## config.mk

```make
export PLATFORM = sky130hd
export DESIGN_NAME = retire_monitor
export DESIGN_NICKNAME = d
export VERILOG_FILES = /design/src/rtl/retire_monitor_pkg.sv /design/src/rtl/retire_match.sv /design/src/rtl/retire_monitor.sv
export SDC_FILE = /design/constraint.sdc
export NUM_CORES = 1
export LEC_CHECK = 0
export CORE_UTILIZATION = 51
export CTS_CLUSTER_DIAMETER = 50
export CTS_CLUSTER_SIZE = 20
export DETAILED_ROUTE_END_ITERATION = 6
export PLACE_DENSITY = 0.94
export SETUP_SLACK_MARGIN = 0.4
export SLEW_MARGIN = 10
export SYNTH_ARGS = -nofsm -noshare
export SYNTH_HDL_FRONTEND = slang
export SYNTH_SLANG_ARGS = --single-unit
```

## constraint.sdc

```tcl
create_clock -name clk -period 5.1 [get_ports clk]
set_input_delay 1.02 -clock clk [delete_from_list [all_inputs] [get_ports clk]]
set_output_delay 1.02 -clock clk [all_outputs]
set_load 0.005 [all_outputs]
```

## src/rtl/retire_monitor_pkg.sv

```systemverilog
// Shared encodings for the retirement monitor: FSM states and halt causes.
package retire_monitor_pkg;

  typedef enum logic [1:0] {
    ST_IDLE   = 2'd0,
    ST_RUN    = 2'd1,
    ST_HALTED = 2'd2
  } state_t;

  localparam logic [1:0] CAUSE_NONE    = 2'd0;
  localparam logic [1:0] CAUSE_ADDR    = 2'd1;
  localparam logic [1:0] CAUSE_TIMEOUT = 2'd2;
  localparam logic [1:0] CAUSE_STALL   = 2'd3;

  localparam int IDX_W = 4;

  // Encodes the winning cause for a cycle; address beats timeout beats stall.
  function automatic logic [1:0] pick_cause(input logic addr_hit,
                                            input logic timeout_hit,
                                            input logic stall_hit);
    logic [1:0] cause;
    cause = CAUSE_NONE;
    if (addr_hit) begin
      cause = CAUSE_ADDR;
    end else if (timeout_hit) begin
      cause = CAUSE_TIMEOUT;
    end else if (stall_hit) begin
      cause = CAUSE_STALL;
    end
    return cause;
  endfunction

endpackage

```

## src/rtl/retire_match.sv

```systemverilog
// Stop-address comparator array with a lowest-index-wins priority encoder.
module retire_match
  import retire_monitor_pkg::*;
#(
  parameter int XLEN     = 32,
  parameter int NUM_STOP = 4
) (
  input  logic                     valid,
  input  logic [XLEN-1:0]          pc,
  input  logic [NUM_STOP-1:0]      stop_en,
  input  logic [NUM_STOP*XLEN-1:0] stop_addr,
  output logic                     hit,
  output logic [IDX_W-1:0]         idx
);

  logic [NUM_STOP-1:0] slot_hit;

  always_comb begin
    slot_hit = '0;
    for (int i = 0; i < NUM_STOP; i++) begin
      slot_hit[i] = valid && stop_en[i] && (pc == stop_addr[i*XLEN +: XLEN]);
    end
  end

  // Walk from the top slot down so the lowest matching index is the last write.
  always_comb begin
    hit = 1'b0;
    idx = '0;
    for (int i = NUM_STOP - 1; i >= 0; i--) begin
      if (slot_hit[i]) begin
        hit = 1'b1;
        idx = IDX_W'(i);
      end
    end
  end

endmodule

```

## src/rtl/retire_monitor.sv

```systemverilog
// Run-control monitor: arms on start, counts RUN cycles and retirements,
// halts on stop address, timeout or retirement stall, and holds the capture.
module retire_monitor
  import retire_monitor_pkg::*;
#(
  parameter int XLEN        = 32,
  parameter int NUM_STOP    = 4,
  parameter int CNT_W       = 32,
  parameter int STALL_LIMIT = 1024
) (
  input  logic                     clk,
  input  logic                     rstn,
  input  logic                     start,
  input  logic                     clear,
  input  logic                     wb_valid,
  input  logic [XLEN-1:0]          pc_wb,
  input  logic [NUM_STOP-1:0]      stop_en,
  input  logic [NUM_STOP*XLEN-1:0] stop_addr,
  input  logic [CNT_W-1:0]         timeout_limit,
  output logic                     running,
  output logic                     halted,
  output logic                     halt_pulse,
  output logic [1:0]               halt_cause,
  output logic [3:0]               halt_idx,
  output logic [XLEN-1:0]          halt_pc,
  output logic [CNT_W-1:0]         cycle_cnt,
  output logic [CNT_W-1:0]         retire_cnt
);

  localparam logic [CNT_W-1:0] STALL_LAST =
    CNT_W'((STALL_LIMIT > 0) ? (STALL_LIMIT - 1) : 0);

  state_t state;
  state_t state_next;

  logic [CNT_W-1:0] stall_cnt;
  logic [CNT_W-1:0] cycle_inc;
  logic [CNT_W-1:0] cycle_next;
  logic [CNT_W-1:0] retire_next;
  logic [CNT_W-1:0] stall_next;

  logic             addr_hit;
  logic [IDX_W-1:0] addr_idx;
  logic             timeout_hit;
  logic             stall_hit;
  logic             any_hit;
  logic             in_run;

  retire_match #(
    .XLEN     (XLEN),
    .NUM_STOP (NUM_STOP)
  ) u_match (
    .valid     (wb_valid),
    .pc        (pc_wb),
    .stop_en   (stop_en),
    .stop_addr (stop_addr),
    .hit       (addr_hit),
    .idx       (addr_idx)
  );

  assign in_run = (state == ST_RUN);

  // Saturating increments; cycle_inc wraps at all-ones, which can never equal
  // a nonzero limit that the counter has not already passed.
  always_comb begin
    cycle_inc   = cycle_cnt + CNT_W'(1);
    cycle_next  = (&cycle_cnt) ? cycle_cnt : cycle_inc;
    retire_next = retire_cnt;
    if (wb_valid && !(&retire_cnt)) begin
      retire_next = retire_cnt + CNT_W'(1);
    end
    stall_next = '0;
    if (!wb_valid) begin
      stall_next = (&stall_cnt) ? stall_cnt : stall_cnt + CNT_W'(1);
    end
  end

  always_comb begin
    timeout_hit = 1'b0;
    stall_hit   = 1'b0;
    if (in_run) begin
      timeout_hit = (timeout_limit != '0) && (cycle_inc == timeout_limit);
      stall_hit   = (STALL_LIMIT != 0) && !wb_valid && (stall_cnt == STALL_LAST);
    end
    any_hit = in_run && (addr_hit || timeout_hit || stall_hit);
  end

  always_comb begin
    state_next = state;
    case (state)
      ST_IDLE: begin
        if (start) begin
          state_next = ST_RUN;
        end
      end
      ST_RUN: begin
        if (any_hit) begin
          state_next = ST_HALTED;
        end
      end
      ST_HALTED: begin
        if (clear) begin
          state_next = ST_IDLE;
        end
      end
      default: state_next = ST_IDLE;
    endcase
  end

  always_ff @(posedge clk) begin
    if (rstn) begin
      state <= ST_IDLE;
    end else begin
      state <= state_next;
    end
  end

  // Counters and captures only move in IDLE (on start) and RUN; HALTED freezes.
  always_ff @(posedge clk) begin
    if (rstn) begin
      cycle_cnt  <= '0;
      retire_cnt <= '0;
      stall_cnt  <= '0;
      halt_cause <= CAUSE_NONE;
      halt_idx   <= '0;
      halt_pc    <= '0;
      halt_pulse <= 1'b0;
    end else begin
      halt_pulse <= any_hit;
      case (state)
        ST_IDLE: begin
          if (start) begin
            cycle_cnt  <= '0;
            retire_cnt <= '0;
            stall_cnt  <= '0;
            halt_cause <= CAUSE_NONE;
            halt_idx   <= '0;
            halt_pc    <= '0;
          end
        end
        ST_RUN: begin
          cycle_cnt  <= cycle_next;
          retire_cnt <= retire_next;
          stall_cnt  <= stall_next;
          if (any_hit) begin
            halt_cause <= pick_cause(addr_hit, timeout_hit, stall_hit);
            halt_idx   <= addr_hit ? addr_idx : '0;
            halt_pc    <= addr_hit ? pc_wb : '0;
          end
        end
        default: begin
        end
      endcase
    end
  end

  assign running = (state == ST_RUN);
  assign halted  = (state == ST_HALTED);

endmodule
```

[After elaboration in Yosys (flattened, before gate mapping)]
Index checks and enable logic that the tools add are counted.
W data, S select, Z words.
Storage, ports and cells
  flip-flop bits (word level): 137
  logic and storage cells: 87
  output and inout port bits: 105
  input bits: 201
Operators by class
  reduce and logical (&&, ||, !) cells: 27
  eq/ne operators: 14
  muxes and demuxes: 35
  $add $sub $neg: 3
Operator list (count)
  $pmux W32 S2: 4
  $mux W32: 7
  $eq A32 B32 Y1: 5
  $add A32 B1 Y32 const B: 3
  $reduce_and A32 Y1: 3
  $eq A32 B10 Y1 const B: 1
  $reduce_bool A32 Y1: 1
  $mux W2: 12
  $reduce_and A3 Y1: 5
  $logic_and A1 B1 Y1: 12
  $mux W4: 3
  $ne A2 B2 Y1 const B: 4
  $pmux W4 S2: 1
  $mux W1: 6
  $pmux W2 S3: 1
  $pmux W2 S2: 1
  $ne A3 B3 Y1 const B: 1
  $eq A2 B1 Y1 const B: 1
  $eq A2 B2 Y1 const B: 1
  $logic_not A1 Y1: 2
  $logic_not A2 Y1: 1
  $logic_or A1 B1 Y1: 2
  $ne A2 B1 Y1 const B: 1
  $reduce_bool A2 Y1: 1

[Logic depth before layout (Yosys ltp)]
  word-level depth: 11
  gate-level depth with buffers: 11
  mapped depth without buffers: 9

[By module]
Synthesis repeated with hierarchy kept, for this count alone.
Unflattened totals
  cells, all modules: 1146
  area, all modules: 9190.1 µm²
By module, submodules not included
  retire_monitor: area an instance 7694.9 µm², cells an instance 960, instances 1, sequential area each 2742.6 µm²
  retire_match: area an instance 1495.2 µm², cells an instance 186, instances 1, sequential area each 0.0 µm²

[Worst setup path before layout]
No wires, ideal clock.
  kind: input port to flip-flop
  start: input port pc_wb[11]
  end: register halt_idx[0]
  library setup time: 0.121 ns
  required time: 4.979 ns
  buffers on the path: 2
  setup slack: 2.010 ns
  stages: 10
  arrival time: 2.969 ns
  cell sequence: clkbuf_1 xor2_1 nor4_1 nand4_1 nor4_1 nor4_1 nor3b_1 a21oi_4 buf_12 o21ai_2
On the way
  cells in the longest elaborated chain, start to end: 11
  elaborated cells on any way between the ends: 24
RTL lines
  from (decl): line retire_monitor.sv:16  | input logic [XLEN-1:0] pc_wb,
  $eq A32 B32 Y1: line retire_match.sv:21  | slot_hit[i] = valid && stop_en[i] && (pc == stop_addr[i*XLEN +: XLEN]);
  $logic_and A1 B1 Y1: line retire_match.sv:21
  $mux W1 (4 in a row): line retire_match.sv:30  | if (slot_hit[i]) begin
  $logic_or A1 B1 Y1 (2 in a row): line retire_monitor.sv:85  | any_hit = in_run && (addr_hit || timeout_hit || stall_hit);
  $logic_and A1 B1 Y1: line retire_monitor.sv:85
  $ne A2 B2 Y1 (no source line)
  $reduce_and A3 Y1 (no source line)
  to (signal assigned): line retire_monitor.sv:147  | halt_idx <= addr_hit ? addr_idx : '0;
  to (decl): line retire_monitor.sv:24  | output logic [3:0] halt_idx,
Several ways; a longest one is shown, not always the timed one. The select of a mux whose other input is x is not followed.
A chain may end at the register's enable or synchronous reset.

[Worst setup path in the final report]
  start: input port pc_wb[3]
  end: register halt_pc[19]
On the way
  cells in the longest elaborated chain, start to end: 11
  elaborated cells on any way between the ends: 20
RTL lines
  $eq A32 B32 Y1: line retire_match.sv:21
  $logic_and A1 B1 Y1: line retire_match.sv:21
  $mux W1 (3 in a row): line retire_match.sv:30
  $mux W1 *: line retire_match.sv:30
  $logic_or A1 B1 Y1 (2 in a row): line retire_monitor.sv:85
  $logic_and A1 B1 Y1: line retire_monitor.sv:85
  $ne A2 B2 Y1 (no source line)
  $reduce_and A3 Y1 (no source line)
  to (signal assigned): line retire_monitor.sv:148  | halt_pc <= addr_hit ? pc_wb : '0;
  to (decl): line retire_monitor.sv:25  | output logic [XLEN-1:0] halt_pc,
Mark *: on every way between the ends. The rest lies on a longest branch, timed or not. The select of a mux whose other input is x is not followed.

==> impl_metrics.csv <==
group,metric,value,unit
placed_design,placed_area,12100,um^2
route,wl_per_cell,20.1,um
cells_and_area,area_delta_synth_final,39.2,%
worst_hold_path,hold_end,"halt_pc[4]",
pwr,p_leak,4.41,nW
pwr,power.share.clock,42.7,%
worst_hold_path,hp-start,"halt_pc[4]",
placed_design,place_inst,1578,
logic_synthesis,netlist_top_cells_area,"dfxtp_1, xor2_1, xnor2_1",
timing,max_slew_margin,34.5,%
clock_tree,postCtsSetupBuffers,0,
logic_synthesis,synth.most_common_cell,"xor2_1",
pwr,p_comb_share,20.3,%
worst_setup_path,cp_common_cell,"nor4_1",
logic_synthesis,ys_types,74,
die,ioPinCount,306,
timing,fmaxAchievable,238,MHz
timing,period_minus_slack,4.19,ns
cells_and_area,final_area,12700,um^2
clock_tree,clk_path_buf_depth,2,
route,drc,0,
logic_synthesis,avgSynthCellArea,8.09,um^2
grt,grt_max_degree,42,
clock_tree,clk_latency,0.42,ns
die,rows,48,
timing,finalSetupTns,0,ns
placed_design,portBuffers,303,
grt,grt_overflow,0,
worst_setup_path,r2r_slack,1.28,ns
cells_and_area,n_fill_cell,1305,
clock_tree,clock_sinks,135,
clock_tree,cts_buffers,17,
clock_tree,tritoncts,"yes",
timing,fin_skew,0.00985,ns
timing,slew_viol_final,0,
timing,setup_viol,0,
status,status,"finished, final reports clean",
cells_and_area,drive_above_1_share,7.36,%
placed_design,gp_congestion,1.03,
worst_setup_path,worstRegToRegCells,9,
timing,finalCritPeriodShare,82.2,%
logic_synthesis,yosysTopAreaCellShare,29.7,%
die,coreArea,17400,um^2
clock_tree,ctsHtreeMaxLevel,4,
placed_design,place_hpwl,25000,um
logic_synthesis,synth_area,9100,um^2
grt,grt_antenna_before_repair,0,
route,vias,9561,
die,die-area,18400,um^2
route,drt-total-wl,32400,um
die,start_util,52.5,%
worst_hold_path,hold_depth,2,
logic_synthesis,ys_ff_latch,135,
logic_synthesis,synth_common_cells,"xor2_1, dfxtp_1, nor2_1",
route,drt_first_pass_iters,5,
cells_and_area,nNetsFinal,1576,
worst_setup_path,critPathCaptureType,"flip-flop",
cells_and_area,diodes,0,
logic_synthesis,synth_edf_count,0,
pwr,max-vdd-ir-drop,0.250,mV
timing,worstMarginPinSlew,0.981,ns
pwr,pwr_density_cell,229,nW/um^2
grt,grt_pass1_vias,8975,
worst_setup_path,reg2reg_from,"cycle_cnt[0]",
logic_synthesis,synth_top_area_cell,"dfxtp_1",
route,drt_iter0_markers,1175,
clock_tree,cts_resized,0,
logic_synthesis,ys_seq_area_share,29.7,%
worst_hold_path,hold_class,"reg2reg",
worst_setup_path,cp.arrival,4.50,ns
run,drv_cap,0,
route,via_per_inst,5.94,
logic_synthesis,ys_async_sr_fraction,0,%
worst_setup_path,crit_type,"in2reg",
pwr,swShare,27.5,%
cells_and_area,fin_util,73.0,%
grt,grt_usage,35.0,%
pwr,power.internal,0.00210,W
pwr,p_seq_share,37.0,%
cells_and_area,post_layout_nonfiller_instances,1610,
worst_setup_path,path_cells,"clkdlybuf4s50_1, xor2_1, nor4_1, nand4_1, nor4_1, nor4_1, nor3b_1, a21oi_4, buf_4, o21ai_2",
worst_setup_path,crit_slowest_cell,"clkdlybuf4s50_1",
clock_tree,cts_hold_buf,0,
pwr,total_power,0.00290,W
route,antenna_left,0,
logic_synthesis,post_synth_inst_count,1125,
clock_tree,root_buffer,"clkbuf_16",
timing,rsz0062_at_grt,"false",
clock_tree,clkSlewWorstSetupHoldPaths,0.06,ns
worst_setup_path,cpPeakStageDelay,0.66,ns
logic_synthesis,yosysWarnings,0,
worst_setup_path,crit_fanout,17,
timing,hold_viol_final,0,
logic_synthesis,synthFlopType,"dfxtp_1",
worst_setup_path,r2r_end,"cycle_cnt[28]",
worst_setup_path,cp-start-kind,"input pin",
worst_setup_path,cp.required,5.40,ns
die,die_w,136,um
grt,grt_pass1_wl,49100,um
pwr,p_sw,0.000797,W
die,die-height,136,um
-- power by group through the flow --
stage | logic, W | clock network, W | registers (W)
after floorplan | 0.000315 | 0 | 0.00109
after global placement | 0.000565 | 0 | 0.00109
after detailed placement | 0.000570 | 0 | 0.00110
after CTS | 0.000577 | 0.00124 | 0.00107
after global routing | 0.000624 | 0.00129 | 0.00107
final | 0.000587 | 0.00124 | 0.00107
-- registers in the layout, summed over array words and instances, names as in the netlist --
signal      cells
halt_cause      2
halt_pc        32
cycle_cnt      32
halt_pulse      1
halt_idx        2
state           2
retire_cnt     32
stall_cnt      32
-- per-stage QoR --
stage / hold WS, ns / setup WS, ns
2_1_floorplan: 0.458 / 2.01
3_3_place_gp: 0.461 / 0.693
3_5_place_dp: 0.466 / 0.676
4_1_cts: 0.477 / 1.09
5_1_grt: 0.491 / 0.829
6_report: 0.474 / 0.906
-- how the worst max path moves through the flow --
stage / startpoint / end / slack (ns) / depth (start not counted)
after floorplan: pc_wb[11] / halt_idx[0] / 2.01 / 10
after global placement: pc_wb[7] / halt_pc[18] / 0.69 / 10
after detailed placement: pc_wb[20] / halt_pc[15] / 0.68 / 10
after CTS: pc_wb[20] / halt_pc[19] / 1.09 / 10
after global routing: pc_wb[3] / halt_pc[19] / 0.83 / 10
final: pc_wb[3] / halt_pc[19] / 0.91 / 10
-- worst max-delay path: cells and delay by family --
kind                      cells  cell delay, ns
and+or+nand+nor               5            1.71
buffers and inverters         2            1.03
AOI/OAI and AO/OA             2            0.48
xor gates and xnor gates      1            0.27
-- metal layers --
| layer | wire length (um) | track usage [%] |
|---|---|---|
| met5 | 0 | 0 |
| met4 | 897 | 11.4 |
| met3 | 2900 | 6.88 |
| met2 | 15100 | 56.9 |
| met1 | 13500 | 46.2 |
-- cell families (layout without fill, tap and decap cells) --
group                      Yosys count  in the layout  share of synthesized area (%)
and+or+nand+nor                    480            480                           29.8
other                                1              2                         0.0412
buffers and inverters              102            361                           5.33
xor gates and xnor gates           217            217                           20.9
muxes                                3              3                          0.344
adders and majority gates            3              3                          0.412
AOI/OAI and AO/OA                  184            184                           13.6
DFF                                135            135                           29.7
-- area by class of cell --
class | instances | area [um^2] | area share [%]
Inverter | 15 | 56.3 | 0.444
Tap cell | 225 | 282 | 2.22
Timing Repair Buffer | 314 | 3110 | 24.5
Multi-Input combinational cell | 889 | 5920 | 46.7
Clock inverter | 11 | 120 | 0.948
Sequential cell | 135 | 2700 | 21.3
Clock buffer | 21 | 480 | 3.79
-- cells in the final DEF, fill, tap and decap left out, types with 3 or more instances in the layout --
| cell | instances |
|---|---|
| clkdlybuf4s50_1 | 302 |
| xor2_1 | 160 |
| dfxtp_1 | 135 |
| nor2_1 | 94 |
| nand2_1 | 86 |
| xnor2_1 | 57 |
| o21ai_0 | 53 |
| nor4_1 | 51 |
| a21oi_1 | 44 |
| nand2b_1 | 41 |
| nand3_1 | 39 |
| nand4_1 | 36 |
| o21ai_2 | 30 |
| or3_1 | 22 |
| nor3_1 | 18 |
| clkbuf_16 | 17 |
| inv_1 | 15 |
| and3_1 | 15 |
| and2_1 | 13 |
| and4_1 | 13 |
| o31ai_1 | 13 |
| nor2b_1 | 11 |
| buf_4 | 11 |
| nand3b_1 | 7 |
| a31oi_1 | 6 |
| or2_2 | 5 |
| a211oi_1 | 5 |
| nand4_4 | 5 |
| clkbuf_8 | 4 |
| clkinv_2 | 4 |
| nor3b_1 | 3 |
| nor4_2 | 3 |
| or4_1 | 3 |
| o211ai_1 | 3 |
| a41oi_1 | 3 |
| ha_1 | 3 |
| clkinvlp_4 | 3 |
No activity file was read; power rests on OpenSTA's default activity.
